--- src/rtl/fir_reload_ctrl.sv ---
// Coefficient reload sequencer for the fir129 FIR core: shadow RAM, tap streaming, config word.
// Optional build macro FIR_RELOAD_CHECKSUM_EN adds a running checksum of each streamed set.
module fir_reload_ctrl #(
    parameter int          NUM_TAPS      = 129,
    parameter int          COEFF_WIDTH   = 16,
    parameter logic [7:0]  SR_COEFF_IDX  = 8'd128,
    parameter logic [7:0]  SR_COEFF_DATA = 8'd129,
    parameter logic [7:0]  SR_COMMIT     = 8'd130
) (
    input  logic                   ce_clk,
    input  logic                   ce_rst_n,
    input  logic                   set_stb,
    input  logic [7:0]             set_addr,
    input  logic [31:0]            set_data,
    output logic [COEFF_WIDTH-1:0] o_reload_tdata,
    output logic                   o_reload_tlast,
    output logic                   o_reload_tvalid,
    input  logic                   o_reload_tready,
    output logic [7:0]             o_config_tdata,
    output logic                   o_config_tvalid,
    input  logic                   o_config_tready,
    output logic                   busy,
    output logic [15:0]            reload_count,
    output logic [1:0]             err,
    output logic [31:0]            checksum
);

    // state  | meaning
    // IDLE   | accepting coefficient writes, waiting for commit
    // PRIME  | RAM read latency for tap 0
    // STREAM | presenting taps on the reload bus
    // CONFIG | presenting the config word

    localparam int         AW       = (NUM_TAPS > 1) ? $clog2(NUM_TAPS) : 1;
    localparam logic [7:0] LAST_TAP = 8'(NUM_TAPS - 1);
    localparam logic [8:0] TAP_CNT  = 9'(NUM_TAPS);
    localparam logic [7:0] SR_CLEAR = SR_COMMIT + 8'd1;

    typedef enum logic [1:0] {IDLE, PRIME, STREAM, CONFIG} state_t;
    state_t state_q, state_d;

    logic [COEFF_WIDTH-1:0] ram [NUM_TAPS];
    logic [COEFF_WIDTH-1:0] rd_data_q;
    logic [7:0]             wr_idx_q;
    logic [7:0]             tap_idx_q;
    logic [7:0]             cfg_word_q;
    logic [15:0]            count_q;
    logic [1:0]             err_q, err_d;

    logic       idx_stb, data_stb, commit_stb, clear_stb;
    logic       idle, reload_hs, config_hs, last_tap;
    logic       rd_en, wr_en;
    logic [7:0] rd_addr;
    logic       unused_bits;

    assign idx_stb    = set_stb && (set_addr == SR_COEFF_IDX);
    assign data_stb   = set_stb && (set_addr == SR_COEFF_DATA);
    assign commit_stb = set_stb && (set_addr == SR_COMMIT);
    assign clear_stb  = set_stb && (set_addr == SR_CLEAR);

    assign idle      = (state_q == IDLE);
    assign last_tap  = (tap_idx_q == LAST_TAP);
    assign reload_hs = (state_q == STREAM) && o_reload_tready;
    assign config_hs = (state_q == CONFIG) && o_config_tready;

    always_ff @(posedge ce_clk or negedge ce_rst_n) begin
        if (!ce_rst_n) state_q <= IDLE;
        else           state_q <= state_d;
    end

    always_comb begin
        state_d         = state_q;
        o_reload_tvalid = 1'b0;
        o_reload_tlast  = 1'b0;
        o_config_tvalid = 1'b0;
        busy            = 1'b1;
        case (state_q)
            IDLE: begin
                busy = 1'b0;
                if (commit_stb) state_d = PRIME;
            end
            PRIME: state_d = STREAM;
            STREAM: begin
                o_reload_tvalid = 1'b1;
                o_reload_tlast  = last_tap;
                if (reload_hs && last_tap) state_d = CONFIG;
            end
            CONFIG: begin
                o_config_tvalid = 1'b1;
                if (config_hs) state_d = IDLE;
            end
            default: state_d = IDLE;
        endcase
    end

    // Read one tap ahead on each accepted beat so streaming has no bubbles;
    // otherwise rd_data_q holds, which keeps tdata stable under backpressure.
    assign rd_en   = (state_q == PRIME) || (reload_hs && !last_tap);
    assign rd_addr = (state_q == PRIME) ? 8'd0 : tap_idx_q + 8'd1;
    assign wr_en   = idle && data_stb && ({1'b0, wr_idx_q} < TAP_CNT);

    always_ff @(posedge ce_clk) begin
        if (wr_en) ram[wr_idx_q[AW-1:0]] <= set_data[COEFF_WIDTH-1:0];
    end

    always_ff @(posedge ce_clk or negedge ce_rst_n) begin
        if (!ce_rst_n)  rd_data_q <= '0;
        else if (rd_en) rd_data_q <= ram[rd_addr[AW-1:0]];
    end

    always_ff @(posedge ce_clk or negedge ce_rst_n) begin
        if (!ce_rst_n) begin
            wr_idx_q <= '0;
        end else if (idle && idx_stb) begin
            wr_idx_q <= set_data[7:0];
        end else if (idle && data_stb) begin
            wr_idx_q <= (wr_idx_q == LAST_TAP) ? 8'd0 : wr_idx_q + 8'd1;
        end
    end

    always_ff @(posedge ce_clk or negedge ce_rst_n) begin
        if (!ce_rst_n) begin
            tap_idx_q  <= '0;
            cfg_word_q <= '0;
        end else if (idle && commit_stb) begin
            tap_idx_q  <= '0;
            cfg_word_q <= set_data[7:0];
        end else if (reload_hs && !last_tap) begin
            tap_idx_q  <= tap_idx_q + 8'd1;
        end
    end

    always_ff @(posedge ce_clk or negedge ce_rst_n) begin
        if (!ce_rst_n)      count_q <= '0;
        else if (config_hs) count_q <= count_q + 16'd1;
    end

    // Clear first, then set, so a new error in the clearing cycle survives.
    always_comb begin
        err_d = clear_stb ? 2'b00 : err_q;
        if (!idle && (idx_stb || data_stb)) err_d[0] = 1'b1;
        if (!idle && commit_stb)            err_d[1] = 1'b1;
    end

    always_ff @(posedge ce_clk or negedge ce_rst_n) begin
        if (!ce_rst_n) err_q <= '0;
        else           err_q <= err_d;
    end

`ifdef FIR_RELOAD_CHECKSUM_EN
    logic [31:0] acc_q, checksum_q, tap_sext;
    assign tap_sext = 32'($signed(rd_data_q));

    always_ff @(posedge ce_clk or negedge ce_rst_n) begin
        if (!ce_rst_n) begin
            acc_q      <= '0;
            checksum_q <= '0;
        end else begin
            if (idle && commit_stb) acc_q <= '0;
            else if (reload_hs)     acc_q <= acc_q + tap_sext;
            if (config_hs)          checksum_q <= acc_q;
        end
    end

    assign checksum = checksum_q;
`else
    assign checksum = '0;
`endif

    assign o_reload_tdata = rd_data_q;
    assign o_config_tdata = cfg_word_q;
    assign reload_count   = count_q;
    assign err            = err_q;
    assign unused_bits    = ^{set_data, rd_addr};

endmodule

--- config.mk ---
export PLATFORM = sky130hd
export DESIGN_NAME = fir_reload_ctrl
export DESIGN_NICKNAME = d
export VERILOG_FILES = /design/src/rtl/fir_reload_ctrl.sv
export SDC_FILE = /design/constraint.sdc
export NUM_CORES = 2
export LEC_CHECK = 0
export CAP_MARGIN = 30
export CORE_AREA = 2 2 371 373
export DETAILED_ROUTE_END_ITERATION = 12
export DIE_AREA = 0 0 373 375
export HOLD_SLACK_MARGIN = 0.02
export PLACE_DENSITY = 0.83
export SLEW_MARGIN = 20
export SYNTH_ARGS = -nofsm -noshare
export SYNTH_HDL_FRONTEND = slang
export SYNTH_SLANG_ARGS = --single-unit
--- constraint.sdc ---
create_clock -name ce_clk -period 4.94 [get_ports ce_clk]
set_input_delay 0.988 -clock ce_clk [delete_from_list [all_inputs] [get_ports ce_clk]]
set_output_delay 0.988 -clock ce_clk [all_outputs]
set_load 0.1 [all_outputs]
* Word-level counts from Yosys, hierarchy flattened
Memory sizes are Yosys's and may differ from the RTL's. A register that Yosys moved wholly into a read port is not among the register bits. Cells that the tools add are included.
Word-level totals: register bits 44, word-level logic and storage cells 68, RAM bits 2064, output and inout port bits 78, memories 1, input port bits 45
Operators by class: $add $sub $neg 3, reductions and logical operators 25, mux-type cells 19, equal/unequal tests 12, order comparisons 1
Memories:
- ram | depth 129, bits a word 16, rd ports 1, clocked after Yosys merged registers in 1, wr ports 1, RTL line 42 | logic [COEFF_WIDTH-1:0] ram [NUM_TAPS];
Operators by type and width (number):
- 8-bit == test, second input constant | 6
- 8-bit 2-to-1 mux | 6
- 16-bit by 1-bit adder with 16-bit output, second input constant | 1
- 8-bit by 1-bit adder with 8-bit output, second input constant | 2
- 1-bit logical AND | 14
- 8-bit < comparator, second input constant | 1
- 1-bit 2-to-1 mux | 8
- 2-bit 2-to-1 mux | 4
- 2-bit case mux with 4 select lines | 1
- 2-bit nonzero test | 4
- 2-bit == test, second input constant | 2
- 2-bit != test, second input constant | 2
- 1-bit zero test | 3
- 3-bit AND reduction | 1
- 2-bit by 1-bit == test with 1-bit output, second input constant | 1
- 2-bit zero test | 1
- 1-bit logical OR | 2
- 2-bit by 1-bit != test with 1-bit output, second input constant | 1

* Longest topological paths before layout
depth after elaboration 6, gate-level depth with buffers 16

* Worst setup path after synthesis
No wires, ideal clock.
kind reg2out, from register tap_idx_q[0], to output port o_reload_tlast, stages on the path, launching flop included 10, arrival 3.426 ns, path slack 0.526 ns, required time 3.952 ns, cell sequence dfrtp_1 > clkinv_1 > clkbuf_1 > clkbuf_1 > clkbuf_1 > clkbuf_1 > ha_1 > nor3b_1 > nand4_1 > nor2_1
On the way: word-level cells in the longest chain between the ends 2
RTL lines:
- start: declaration | RTL line 45 | logic [7:0] tap_idx_q;
- start signal: assignment | RTL line 129 | tap_idx_q <= tap_idx_q + 8'd1;
- 8-bit == test | RTL line 62 | assign last_tap = (tap_idx_q == LAST_TAP);
- 1-bit 2-to-1 mux | RTL line 77 | case (state_q)
- end: declaration | RTL line 16 | output logic o_reload_tlast,
Every way passes these cells.

* Worst setup path after layout
from register tap_idx_q[1], to register rd_data_q[6], in the netlist o_reload_tdata[6], read port of ram
On the way: word-level cells in the longest chain between the ends 4, elaborated cells between the ends (all ways) 6, classes of those cells add/sub (1); eq/ne (1); mux (1); reduce/logical (3)
RTL lines:
- parallel branches: the longest is 4 deep, another holds 8-bit by 1-bit adder with 8-bit output
- end: declaration | RTL line 43 | logic [COEFF_WIDTH-1:0] rd_data_q;
Several ways; the timed one is not identified. A chain may end at the register's enable or synchronous reset.

==> flow_summary.rst <==
.. list-table::
   :header-rows: 1

   * - Metric
     - Value
   * - Run status
     - complete, no violations
   * - Critical path startpoint category
     - flip-flop
   * - Number of synthesis warnings
     - 0
   * - Worst clock skew
     - 0.0652 ns
   * - Dominant cells by area after synthesis
     - edfxtp_1 74%, nand2_1 3.4%, o221ai_1 3.0%
   * - Delay of the slowest cell on the worst path
     - 0.75 ns
   * - Wire length of the first global-routing pass
     - 352000 um
   * - Share of synthesized flip-flops with an asynchronous set or reset
     - 2.82%
   * - Synthesized area divided by synthesized cell count
     - 15.5 um2
   * - Setup repair after global routing missed its margin
     - no
   * - Clock latency on the worst-skew pair
     - 0.86 ns
   * - Routed length on met1
     - 79400 um
   * - Area Overhead vs Synth
     - 12.3%
   * - Count of maximum capacitance violations
     - 0
   * - Critical Path Slowest Stage Cell
     - and3_1
   * - Worst endpoint required time
     - 5.71 ns
   * - Cts bufs inserted
     - 197
   * - PostCTS Resize Cnt
     - 0
   * - Sequential-to-total area share from yosys stat
     - 75.9%
   * - Avg Vias per Cell
     - 7.17
   * - Number of global-route vias before repair
     - 52100
   * - Number of DRC violations after detailed-routing iteration 0
     - 10600
   * - Number of sinks driven by the clock tree
     - 2124
   * - Number of antenna violations at the first check in global routing
     - 20
   * - DR vias
     - 54400
   * - Most instantiated flip-flop cell in the synthesis netlist
     - edfxtp_1
   * - Gate count of the mapped netlist
     - 5387
   * - Total Power
     - 58.0 mW
   * - Power density normalized to cell area
     - 618 mW/mm2
   * - Count of unresolved DRC violations after routing
     - 0
   * - Register clock-pin slew on the reported worst setup and hold paths
     - 0.07 ns
   * - Total of flip-flops plus latches after synthesis
     - 2124
   * - Critical Path End Type
     - flip-flop
   * - Placeable Area
     - 0.136 mm2
   * - Detailed route wirelength on metal2
     - 110000 um
   * - Highest metal layer with signal wires
     - met5
   * - Largest net degree at the start of global routing
     - 201
   * - Ordered cell list for the critical path
     - ha_1 -> and3_1 -> mux2_4 -> and3_1 -> nand3_1 -> a211oi_1 -> a211oi_1 -> buf_4 -> and4_1 -> o21ai_1
   * - Final routed wirelength across all metal layers
     - 244000 um
   * - Most used standard cell by instance count after synthesis
     - edfxtp_1
   * - Crit Path Class
     - flip-flop to flip-flop
   * - Root Buffer
     - clkbuf_16
   * - Post-CTS Hold Buffers
     - 0
   * - Cell area after technology mapping
     - 0.0837 mm2
   * - Arrival time worst endpoint
     - 5.46 ns
   * - Maximum clock rate
     - 213 MHz
   * - Post-layout net count
     - 5673
   * - CTS Buffer Depth
     - 3
   * - Slack of the worst reg-to-reg path
     - 0.25 ns
   * - Cell Rows
     - 136
   * - Number of buffers added for setup after CTS
     - 0
   * - Final cycle utilization of the critical path
     - 94.9%
   * - Critical-path maximum fanout
     - 19
   * - Total congestion overflow
     - 0
   * - DIE HEIGHT
     - 375 um
   * - Ratio of cells with drive above 1 in the final layout
     - 13.4%
   * - Number of buffers inserted by port buffering
     - 74
   * - Min Tclk post-route
     - 4.69 ns
   * - Number of enable flip-flop cells after synthesis
     - 2064
   * - Amount of wire on met3 after detailed routing
     - 37500 um
   * - Global-route usage over all layers
     - 34.6%
   * - Pre-Repair DR Iteration Count
     - 9
   * - Area share of the largest cell type after synthesis
     - 74.1%
   * - Top cell type by total area after synthesis
     - edfxtp_1
   * - Worst Tran Pin Value
     - 1.07 ns
   * - Netlist cell types
     - 81
   * - Die W
     - 373 um
   * - Starting Density
     - 61.4%
   * - Endpoints failing setup
     - 0
   * - Routed wire per std cell
     - 32.2 um
   * - Leakage Power
     - 30.6 nW
   * - Most frequent cells after synthesis
     - 2064 x edfxtp_1, 754 x nand2_1, 297 x nand3_1, 282 x o221ai_1, 206 x nor2_1
   * - Final slew viol count
     - 0
   * - IR drop worst, VDD
     - 0.639 mV
   * - Post-route ant nets
     - 0
   * - TritonCTS clock tree
     - built
   * - Total half-perimeter wirelength after legalization and detailed placement
     - 143000 um
   * - Total Die Area
     - 0.140 mm2
   * - Hold Fails Final Rpt
     - 0
   * - H-tree levels
     - 4
   * - Hold Crit Class
     - primary input to async pin
   * - Worst slew margin relative to its limit
     - 28.2%
   * - Routability cong.
     - 0.976
   * - Setup_tns
     - 0 ns
   * - Total I/O pin count
     - 123
[report_power, final]
part	switching (mW)	internal [mW]
clock network	6.63	8.10
registers	0.269	19.9
logic	16.2	6.91
[registers in the layout, summed over array words and instances, names as in the netlist]
| register | count |
|---|---|
| state_q | 2 |
| o_config_tdata | 8 |
| wr_idx_q | 8 |
| tap_idx_q | 8 |
| ram | 2064 |
| reload_count | 16 |
| err | 2 |
| o_reload_tdata | 16 |
[stage by stage]
stage          std cells  worst slack [ns]  hold slack (ns)  util, %  cell area [um2]
3_5_place_dp        7207             0.444            0.469     64.3            87600
6_report            7583             0.251            0.226     68.9            93900
4_1_cts             7570             0.495            0.209     68.8            93800
5_1_grt             7575             0.325            0.257     68.9            93900
3_3_place_gp        7203             0.462            0.463     64.2            87600
2_1_floorplan       5418             0.526            0.461        -            83800
[area by class of cell]
type	instances	area, um2
Timing Repair Buffer	412	3680
Clock buffer	256	5340
Fill cell	7914	42400
Tap cell	1794	2240
Sequential cell	2124	63500
Inverter	10	45.0
Multi-Input combinational cell	2871	18200
Antenna cell	9	22.5
Clock inverter	107	881
[logic make-up (layout without fill, tap and decap cells)]
group | after synthesis | after routing | share of synthesized area [%]
AO/OA/AOI/OAI | 1109 | 1109 | 9.36
XOR/XNOR | 25 | 25 | 0.271
adder cells (fa/ha/maj) | 12 | 12 | 0.179
buffers and inverters | 423 | 785 | 2.60
flip-flops | 2124 | 2124 | 75.9
multiplexers | 188 | 188 | 3.75
other | 1 | 41 | 0.00448
AND/OR/NAND/NOR | 1505 | 1505 | 7.97
[critical path, delay by kind of cell (launching register included)]
family / cells / cell delay (ns)
AND/OR/NAND/NOR: 4 / 2.05
AO/OA/AOI/OAI: 3 / 0.85
flip-flops: 1 / 0.51
multiplexers: 1 / 0.48
adder cells (fa/ha/maj): 1 / 0.47
buffers and inverters: 1 / 0.22
[per-layer routing]
metal | vias to the layer above | GRT usage [%]
li1 | 21700 | -
met1 | 26400 | 45.2
met2 | 5203 | 51.6
met3 | 975 | 10.6
met4 | 26 | 20.7
met5 | - | 0
[path summary, 6_finish.rpt]
kind / start / endpoint / cells past startpoint
max: tap_idx_q[1] / o_reload_tdata[6] / 10
min: ce_rst_n / wr_idx_q[1] / 1
max reg2reg: tap_idx_q[1] / o_reload_tdata[6] / 10
min reg2reg: reload_count[15] / reload_count[15] / 1
max in group asynchronous: ce_rst_n / tap_idx_q[0] / 2
min in group ce_clk: reload_count[15] / reload_count[15] / 1
[layout by cell type, fill, tap and decap left out, drive strengths merged, types with 76 or more instances in the layout]
cell    count
nand2     754
nand3     297
clkinv     84
edfxtp   2064
mux2i      76
nor2      211
a31oi     108
o22ai     118
a21oi     175
clkbuf    256
buf       356
o221ai    282
mux4       96
o21ai     117
(Power assumes the default switching activity.)
